`src/rtl/prim_util_pkg_u.sv`:
```
// Small utility package: width helpers shared across the arbiter slice.
package prim_util_pkg_u;

  // Bits needed to encode values 0..value-1, never less than one bit.
  function automatic integer vbits(integer value);
    return (value < 2) ? 1 : $clog2(value);
  endfunction

endpackage

```
`src/rtl/uart_arb_pkg.sv`:
```
// Shared types for the UART TX arbiter: FSM encoding.
package uart_arb_pkg;

  typedef enum logic {
    IDLE   = 1'b0,
    LOCKED = 1'b1
  } arb_state_e;

endpackage

```
`src/rtl/uart_rr_pick.sv`:
```
// Combinational round-robin pick: first set request at or after ptr, wrapping N-1 -> 0.
module uart_rr_pick #(
  parameter int N    = 4,
  parameter int IdxW = 2
) (
  input  logic [N-1:0]    req,
  input  logic [IdxW-1:0] ptr,
  output logic [IdxW-1:0] idx,
  output logic            any
);

  logic [IdxW-1:0] k;

  always_comb begin
    idx = '0;
    any = 1'b0;
    k   = ptr;
    for (int i = 0; i < N; i++) begin
      if (!any && req[k]) begin
        idx = k;
        any = 1'b1;
      end
      k = (k == IdxW'(N - 1)) ? '0 : k + 1'b1;
    end
  end

endmodule

```
`src/rtl/uart_tx_arb.sv`:
```
// Packet-level round-robin arbiter: N byte requesters share one UART TX FIFO port.
// Valid/ready: a byte moves on a cycle where valid && ready; ready never waits on valid.
module uart_tx_arb
  import uart_arb_pkg::*;
#(
  parameter int N        = 4,
  parameter int DW       = 8,
  parameter int MaxBurst = 16,
  localparam int IdxW    = prim_util_pkg_u::vbits(N),
  localparam int BurstW  = prim_util_pkg_u::vbits(MaxBurst + 1)
) (
  input  logic            clk_i,
  input  logic            rst_i,
  input  logic [N-1:0]    req_valid_i,
  input  logic [N*DW-1:0] req_data_i,
  input  logic [N-1:0]    req_last_i,
  output logic [N-1:0]    req_ready_o,
  output logic            tx_valid_o,
  output logic [DW-1:0]   tx_data_o,
  input  logic            tx_ready_i,
  output logic [IdxW-1:0] grant_idx_o,
  output logic            busy_o,
  output arb_state_e      state_o
);

  arb_state_e        state_q, state_d;
  logic [IdxW-1:0]   owner_q, rr_ptr_q, pick_idx, ptr_next;
  logic              pick_any;
  logic [BurstW-1:0] cnt_q, cnt_inc;
  logic              xfer, done;

  uart_rr_pick #(
    .N    (N),
    .IdxW (IdxW)
  ) u_pick (
    .req (req_valid_i),
    .ptr (rr_ptr_q),
    .idx (pick_idx),
    .any (pick_any)
  );

  assign cnt_inc  = cnt_q + 1'b1;
  assign ptr_next = (owner_q == IdxW'(N - 1)) ? '0 : owner_q + 1'b1;

  always_comb begin
    state_d     = state_q;
    tx_valid_o  = 1'b0;
    tx_data_o   = '0;
    req_ready_o = '0;
    xfer        = 1'b0;
    done        = 1'b0;
    case (state_q)
      IDLE: begin
        if (pick_any) state_d = LOCKED;
      end
      LOCKED: begin
        tx_valid_o           = req_valid_i[owner_q];
        tx_data_o            = req_data_i[owner_q*DW +: DW];
        req_ready_o[owner_q] = tx_ready_i;
        xfer                 = tx_valid_o && tx_ready_i;
        // last and burst limit collapse into one release condition
        done = xfer && (req_last_i[owner_q] || (cnt_inc == BurstW'(MaxBurst)));
        if (done) state_d = IDLE;
      end
      default: state_d = IDLE;
    endcase
  end

  always_ff @(posedge clk_i or posedge rst_i) begin
    if (rst_i) begin
      state_q  <= IDLE;
      owner_q  <= '0;
      rr_ptr_q <= '0;
      cnt_q    <= '0;
    end else begin
      state_q <= state_d;
      if (state_q == IDLE && pick_any) owner_q <= pick_idx;
      if (xfer) cnt_q <= done ? '0 : cnt_inc;
      if (done) rr_ptr_q <= ptr_next;
    end
  end

  assign grant_idx_o = owner_q;
  assign busy_o      = (state_q == LOCKED);
  assign state_o     = state_q;

endmodule

```
`config.mk`:
```
export PLATFORM = sky130hd
export DESIGN_NAME = uart_tx_arb
export DESIGN_NICKNAME = d
export VERILOG_FILES = /design/src/rtl/prim_util_pkg_u.sv /design/src/rtl/uart_arb_pkg.sv /design/src/rtl/uart_rr_pick.sv /design/src/rtl/uart_tx_arb.sv
export SDC_FILE = /design/constraint.sdc
export NUM_CORES = 1
export LEC_CHECK = 0
export ABC_AREA = 1
export BUFFER_PORTS_ARGS = -buffer_cell sky130_fd_sc_hd__buf_2
export CORE_MARGIN = 2
export CORE_UTILIZATION = 40
export DETAILED_ROUTE_END_ITERATION = 16
export PLACE_DENSITY = 0.77
export SETUP_SLACK_MARGIN = 0.02
export SYNTH_ARGS = -nofsm -noshare
export SYNTH_HDL_FRONTEND = slang
export SYNTH_SLANG_ARGS = --single-unit
```
`constraint.sdc`:
```
create_clock -name clk_i -period 2.2 [get_ports clk_i]
set_clock_uncertainty 0.15 [all_clocks]
set_input_delay 0.11 -clock clk_i [delete_from_list [all_inputs] [get_ports clk_i]]
set_output_delay 0.11 -clock clk_i [all_outputs]
set_load 0.01 [all_outputs]
```
## Word level (Yosys, flattened, before mapping)

Index checks and enable logic that the tools add are counted.

- Reductions and logical operators: 11
- Equal/unequal tests: 5
- Shifts and indexed selects: 1
- $add $sub $neg: 5
- Multiplexer cells: 35
- Bitwise operators: 2
- $lt $le $gt $ge: 6

Operator list:

| kind | number |
|---|---|
| 32-bit by 6-bit indexed part select with 8-bit output | 1 |
| 1-bit 2-to-1 mux | 16 |
| 2-bit 2-to-1 mux | 8 |
| 2-bit by 3-bit < comparator with 1-bit output (second input constant) | 5 |
| 1-bit binary-select mux with 2-bit select | 6 |
| 2-bit by 1-bit adder with 2-bit output (second input constant) | 4 |
| 2-bit == test (second input constant) | 4 |
| 8-bit 2-to-1 mux | 1 |
| 1-bit logical AND | 7 |
| 5-bit by 1-bit adder with 5-bit output (second input constant) | 1 |
| 5-bit == test (second input constant) | 1 |
| 5-bit 2-to-1 mux | 1 |
| 4-bit AND | 1 |
| 4-bit 2-to-1 mux | 1 |
| 1-bit zero test | 3 |
| 1-bit demux with 2-bit select | 1 |
| 2-bit by 1-bit >= comparator with 1-bit output (second input constant) | 1 |
| 1-bit one-hot mux with 2 select lines | 1 |
| 1-bit logical OR | 1 |
| 1-bit inverter | 1 |

- Logic and storage cells: 69
- Register bits after elaboration: 10
- Output and inout port bits: 17
- Input bits: 43

## Logic depth before layout (Yosys ltp)

Gate-level depths: netlist of run 1.

- Depth in word-level cells: 14
- Mapped depth: 13
- Gate-level depth less buffers: 13

## By module

A second synthesis of run 1 with hierarchy kept.

- Cells, all modules: 222
- Area, all modules: 1,318.8 sq um

Modules (own cells, without submodules):

| module | area an instance (sq um) | cells an instance | instances | seq. area each (sq um) |
|---|---|---|---|---|
| uart_tx_arb | 1,008.5 | 162 | 1 | 250.2 |
| uart_rr_pick | 310.3 | 60 | 1 | 0.0 |

## Least setup slack after synthesis of run 1

No wires, ideal clock.

- Path type: register to register
- Start: register rr_ptr_q[0]
- End: register owner_q[0] (netlist: grant_idx_o[0])
- Required time: 1.934 ns
- Library setup time: 0.116 ns
- Slack: 0.382 ns
- Period minus slack after synthesis: 1.818 ns
- Stages on the path, launching flop included: 10
- Arrival time: 1.551 ns
- Buffers on the path: 0
- Path through: dfrtp_1 > ha_1 > inv_2 > nand3_4 > a21oi_4 > nand3b_2 > nand2_2 > inv_2 > nand2_1 > nand2_1

- Longest elaborated chain between the ends: 13
- Elaborated cells between the ends (all ways): 32
- Those cells by class: add/sub: 3; eq/ne: 3; mux: 19; reduce/logical: 7

Ends and longest elaborated chain:

| what | RTL line | text |
|---|---|---|
| from (decl) | uart_tx_arb.sv:27 | `logic [IdxW-1:0] owner_q, rr_ptr_q, pick_idx, ptr_next;` |
| from (signal assigned) | uart_tx_arb.sv:79 | `if (done) rr_ptr_q <= ptr_next;` |
| branches (longest 13 deep; another with 2-bit by 1-bit adder with 2-bit output) | n/a |  |
| to (signal assigned) | uart_tx_arb.sv:77 | `if (state_q == IDLE && pick_any) owner_q <= pick_idx;` |
| to (decl) | uart_tx_arb.sv:27 |  |

Parallel ways; which one is timed is not known. The select of a mux whose other input is x is not followed.
A chain may end at the register's enable or synchronous reset.

## Worst setup path after layout of run 1

Same ends and word-level chain as after synthesis.

==> impl_metrics.ini, run 1 <==
[outcome]
status = complete, no violations

[global_route]
grt_usage_pct = 18.7
grt_overflow = 0
first_global_vias = 1224
antenna_found_initial = 0
grt_pass1_wl_um = 5290
grt_start_max_net_pins = 17

[logic_synthesis]
synth_warnings = 0
synth_top_family_by_area = simple AND/OR/NAND/NOR gates
ys_types = 28
synth_nets = 264
synth_compound_area_share_pct = 15.6
synth_mux_area_share_pct = 0
ys_seq_area_share_pct = 20.0
synth-simple-area-share_pct = 45.2
syn_avg_cell_area_um2 = 5.83
synth_fa_ha_area_share_pct = 5.99
syn_inst = 215
ys_ff_latch = 10
netlist_area_um2 = 1250
synth_xor_area_share_pct = 2.10

[floorplan]
die_h_um = 60.0
ios = 60
die_area_um2 = 3590
coreArea_um2 = 3000
rows = 20
die_width_um = 60.0
floorplan.initialDensity_pct = 41.7

[clock_tree]
cts_resized = 0
clk_path_buf_depth = 2
postCtsHoldBufs = 1
cts_buffers = 3
cts_root_buffer = clkbuf_4
cts_setup_buffers = 0
cts.sinks = 10
cts_tree = yes
clk_latency_ns = 0.27
htree_levels = 1
clk_pin_slew_ns = 0.07

[drt]
postRouteAntennaNets = 0
wirelength_um = 3160
top_layer = met4
met2_length_um = 1620
m1WireLength_um = 1430
drt_first_pass_iters = 4
drcViolationCount = 0
routed_via_density = 4.79
vias = 1481
drt_iter0_drc = 62
wl_met3_um = 87
routedWlPerCell_um = 10.2

[setup_path]
r2r-end = grant_idx_o[0]$_DFFE_PP0P_
worstSetupPathType = register to register
critPathCaptureType = register
cp-start-kind = register
required_ns = 2.22
cp.arrival_ns = 1.99
ff2ff_setup_slack_ns = 0.22
reg2reg_from = rr_ptr_q[0]$_DFFE_PP0P_
path_max_fanout = 7
reg2reg_depth = 10

[timing]
max_freq_mhz = 506
rsz0062_at_grt = false
tightest_slew_ns = 0.398
maxSlewViolCount = 0
period_share_pct = 89.9
max_slew_margin_pct = 73.5
finalSetupViolCount = 0
fin_setup_tns_ns = 0
hold_viol = 0
fin_crit_ns = 1.98

[placed_design]
port_buffers = 59
gp_congestion = 0.833
dp_hpwl_um = 2580

[min_path]
hold_class = primary input to asynchronous set/reset pin

[finish]
drive_gt1_share_pct = 32.6
antenna-diode-count = 0
syn2layout_area_growth_pct = 29.9
finalCoreUtilization_pct = 54.2
final_nets = 326
fillCellCount = 325

[power_and_ir_drop]
power_leakage_nw = 0.920
worst_ir_drop_vdd_v = 0.000634
p_per_area_nw_per_um2 = 1260

[run]
drv_cap = 0
per-layer routing:
layer  track usage, %  vias up
met5                0        -
met4             3.81        0
met3             3.25        3
met2             30.7       17
met1             25.8      658
li1                 -      803
worst max-delay path by stage:
stage / from / end / slack [ns]
detailed placement: rr_ptr_q[0]$_DFFE_PP0P_ / grant_idx_o[0]$_DFFE_PP0P_ / 0.24
global placement: rr_ptr_q[0]$_DFFE_PP0P_ / grant_idx_o[0]$_DFFE_PP0P_ / 0.28
CTS: rr_ptr_q[0]$_DFFE_PP0P_ / grant_idx_o[0]$_DFFE_PP0P_ / 0.21
floorplan: rr_ptr_q[0]$_DFFE_PP0P_ / grant_idx_o[0]$_DFFE_PP0P_ / 0.38
finish: rr_ptr_q[0]$_DFFE_PP0P_ / grant_idx_o[0]$_DFFE_PP0P_ / 0.22
global route: rr_ptr_q[0]$_DFFE_PP0P_ / grant_idx_o[0]$_DFFE_PP0P_ / 0.07
cells in the mapped netlist:
master / count / area share [%]
nand4_1: 2 / 1.0
nand3b_2: 1 / 0.90
a21oi_4: 1 / 1.3
xnor2_1: 1 / 0.70
o21ai_0: 19 / 7.6
o21ai_1: 3 / 1.2
buf_4: 2 / 1.2
o21bai_1: 1 / 0.60
nand3_1: 14 / 5.6
o211ai_1: 2 / 1.2
nand2_1: 53 / 16
clkinv_1: 1 / 0.30
nor2_2: 4 / 2.0
nor2_1: 42 / 13
nand2_2: 7 / 3.5
nand3_4: 1 / 1.4
inv_2: 7 / 2.1
nor2_4: 1 / 0.90
a21oi_1: 8 / 3.2
clkbuf_1: 1 / 0.30
nand2_4: 1 / 0.90
xor2_1: 2 / 1.4
and2_1: 1 / 0.50
o22ai_1: 1 / 0.50
buf_2: 4 / 1.6
ha_1: 6 / 6.0
inv_1: 19 / 5.7
dfrtp_1: 10 / 20
per-stage QoR:
stage	std cells	power, mW	instance area [um2]	setup WS [ns]	hold WS [ns]
detailed placement	304	1.88	1580	0.237	-0.0403
finish	309	2.05	1630	0.222	0.198
global route	309	2.29	1630	0.0680	0.243
floorplan	215	1.51	1250	0.382	-0.200
CTS	309	2.06	1630	0.206	0.207
global placement	304	1.86	1580	0.281	-0.0430
registers in the layout (all words and copies together) (netlist names):
signal / count
grant_idx_o: 2
rr_ptr_q: 2
busy_o: 1
cnt_q: 5
cell type report:
cell class	instances	area, um2	area share (%)
multi-input combinational	171	862	53.0
clock buffer	4	36.3	2.23
inverter	27	101	6.23
timing repair buffer	64	335	20.6
tap	33	41.3	2.54
sequential	10	250	15.4
logic make-up after synthesis:
family / after synthesis
buffers and inverters: 34
DFF: 10
adders and majority gates: 6
and+or+nand+nor: 127
AOI/OAI and AO/OA: 35
xor gates and xnor gates: 3
cell usage in the layout (no fill, tap or decap):
| master | count |
|---|---|
| dlygate4sd3_1 | 1 |
| clkbuf_8 | 1 |
| nor2_4 | 1 |
| nand4_1 | 2 |
| and2_1 | 1 |
| inv_2 | 7 |
| nand3_4 | 1 |
| nor2_2 | 4 |
| clkinv_1 | 1 |
| nand3b_2 | 1 |
| buf_2 | 59 |
| dfrtp_1 | 10 |
| o211ai_1 | 2 |
| o21ai_0 | 19 |
| nand2_4 | 1 |
| a21oi_1 | 8 |
| clkbuf_4 | 3 |
| nand3_1 | 14 |
| buf_4 | 4 |
| xnor2_1 | 1 |
| xor2_1 | 2 |
| inv_1 | 19 |
| o22ai_1 | 1 |
| a21oi_4 | 1 |
| o21bai_1 | 1 |
| nand2_1 | 53 |
| ha_1 | 6 |
| nor2_1 | 42 |
| nand2_2 | 7 |
| o21ai_1 | 3 |
critical path, stage by stage (launching register included):
cell and delay [ns]:
dfrtp_1 0.45, ha_1 0.45, inv_2 0.12, nand2_1 0.09, nand2_2 0.07, a21oi_4 0.18, nand3b_2 0.12, nand2_2 0.10
inv_2 0.04, nand2_1 0.06, nand2_1 0.04
report_power, final:
part	switching, mW	internal (mW)
registers	0.0998	0.251
clock network	0.0663	0.101
logic	0.937	0.590
(Power assumes the default switching activity.)
==> run 2: changes to the inputs <==
GPL_TIMING_DRIVEN = 0   (was default)
==> run 2 against run 1 <==
Compared with the run above: non-clock buffer count increased by 2; register-to-register slack got worse by 0.07 ns; setup slack got worse by 0.067 ns.
==> impl_metrics.ini, run 2 (same netlist as run 1, synthesis figures left out) <==
[finish]
fillCellCount = 309
finalCoreUtilization_pct = 54.4
drive_gt1_share_pct = 33.5
final_common_cell = buf_2
top_register = cnt_q
fin_cells = 311
final_nets = 328
final_cell_mix = buf_2, nand2_1, nor2_1
antenna-diode-count = 0
syn2layout_area_growth_pct = 30.4
largest_reg_flops = 5

[drt]
drt_first_pass_iters = 4
postRouteAntennaNets = 0
drcViolationCount = 0
drt_iter0_drc = 50
wirelength_um = 3320
routedWlPerCell_um = 10.7
routed_via_density = 4.85
vias = 1508

[outcome]
status = complete, no violations

[global_route]
grt_usage_pct = 19.6
first_global_vias = 1302
grt_overflow = 0
grt_pass1_wl_um = 5580
antenna_found_initial = 0
grt_start_max_net_pins = 12

[setup_path]
cp-start-kind = register
path_max_fanout = 7
crit_chain = ha_1 -> inv_2 -> nand2_1 -> nand2_2 -> a21oi_4 -> nand3b_2 -> nand2_2 -> inv_2 -> nand2_1 -> nand2_1
worstSetupPathType = register to register
ff2ff_setup_slack_ns = 0.16
cpMostUsedCell = nand2_1
cp_slowest_stage_delay_ns = 0.47
critPathCaptureType = register
cpMaxStageDelayCell = ha_1
required_ns = 2.21
cp.arrival_ns = 2.05

[timing]
finalSetupViolCount = 0
fin_setup_tns_ns = 0
max_slew_margin_pct = 74.3
max_freq_mhz = 489
maxSlewViolCount = 0
tightest_slew_ns = 0.385
fin_crit_ns = 2.04
hold-worst-slack_ns = 0.205
rsz0062_at_grt = false
period_share_pct = 92.9
hold_viol = 0

[floorplan]
die_width_um = 60.0
die_h_um = 60.0
rows = 20
ios = 60
coreArea_um2 = 3000
die_area_um2 = 3590
floorplan.initialDensity_pct = 41.7

[power_and_ir_drop]
pwr-share-clk_pct = 7.9
power_leakage_nw = 0.924
p_per_area_nw_per_um2 = 1270
swShare_pct = 54.4
share_comb_of_total_power_pct = 75.3
power_switching_mw = 1.13
intPower_mw = 0.944
worst_ir_drop_vdd_v = 0.000552
seq_power_share_pct = 16.8

[placed_design]
gp_congestion = 0.769
port_buffers = 59
dp_cells = 307
dp_hpwl_um = 2680

[run]
drv_cap = 0

[clock_tree]
cts_buffers = 3
cts.sinks = 10
htree_levels = 1
cts_tree = yes
clk_path_buf_depth = 2
clk_latency_ns = 0.26
clk_pin_slew_ns = 0.07
cts_root_buffer = clkbuf_4

[min_path]
hold_class = primary input to asynchronous set/reset pin
==> run 2: worst paths after layout <==
path                                                    to  depth (start not counted)                    start
max in group asynchronous       grant_idx_o[0]$_DFFE_PP0P_                          3                    rst_i
worst max-delay path            grant_idx_o[0]$_DFFE_PP0P_                         10  rr_ptr_q[0]$_DFFE_PP0P_
worst min register to register     rr_ptr_q[1]$_DFFE_PP0P_                          2  rr_ptr_q[1]$_DFFE_PP0P_
min in group clk_i                    cnt_q[0]$_DFFE_PP0P_                          5               tx_ready_i
worst max register to register  grant_idx_o[0]$_DFFE_PP0P_                         10  rr_ptr_q[0]$_DFFE_PP0P_
worst min-delay path               rr_ptr_q[0]$_DFFE_PP0P_                          3                    rst_i
==> run 2: timing repair <==
| item | CTS | global route |
|---|---|---|
| endpoints found under the hold margin | 10 | 0 |
| hold buffers | 1 | 0 |
| endpoints found under the setup margin | 0 | 10 |
| setup buffers | 0 | 0 |
| resized for setup | 0 | 3 |
==> run 2: per-stage QoR <==
step | power, mW | worst slack [ns] | cell area [um2]
6_report | 2.07 | 0.156 | 1630
5_1_grt | 2.32 | 0.0376 | 1630
4_1_cts | 2.08 | 0.0339 | 1640
3_5_place_dp | 1.91 | 0.174 | 1590
3_3_place_gp | 1.89 | 0.198 | 1590
2_1_floorplan | 1.51 | 0.382 | 1250
==> run 2: power by group through the flow <==
stage	combinational (mW)	clock (mW)	sequential (mW)
5_1_grt	1.78	0.178	0.362
4_1_cts	1.57	0.168	0.346
3_5_place_dp	1.57	0	0.347
3_3_place_gp	1.54	0	0.346
6_report	1.56	0.164	0.349
2_1_floorplan	1.17	0	0.338
==> run 2: layout make-up <==
| cell class | instances | area [um2] | share of cell area (%) |
|---|---|---|---|
| Buffer | 6 | 35.0 | 2.15 |
| Sequential cell | 10 | 251 | 15.4 |
| Multi-Input combinational cell | 171 | 862 | 52.8 |
| Inverter | 27 | 101 | 6.21 |
| Tap cell | 33 | 41.3 | 2.53 |
| Clock buffer | 4 | 36.3 | 2.22 |
| Timing Repair Buffer | 60 | 305 | 18.7 |
==> run 2: metal layers <==
layer	vias to the layer above	wire length (um)	GRT usage, %	part of all wire [%]
met5	-	0	0	0
met4	0	0	2.86	0
met3	0	85	2.60	2.6
met2	26	1690	35.1	51
met1	681	1550	25.5	47
li1	801	-	-	-
==> run 2: worst max-delay path: cells and delay by family, from the launching register on <==
kind / cells / cell delay (ns)
and+or+nand+nor: 6 / 0.49
DFF: 1 / 0.46
AOI/OAI and AO/OA: 1 / 0.19
buffers and inverters: 2 / 0.18
adders and majority gates: 1 / 0.47
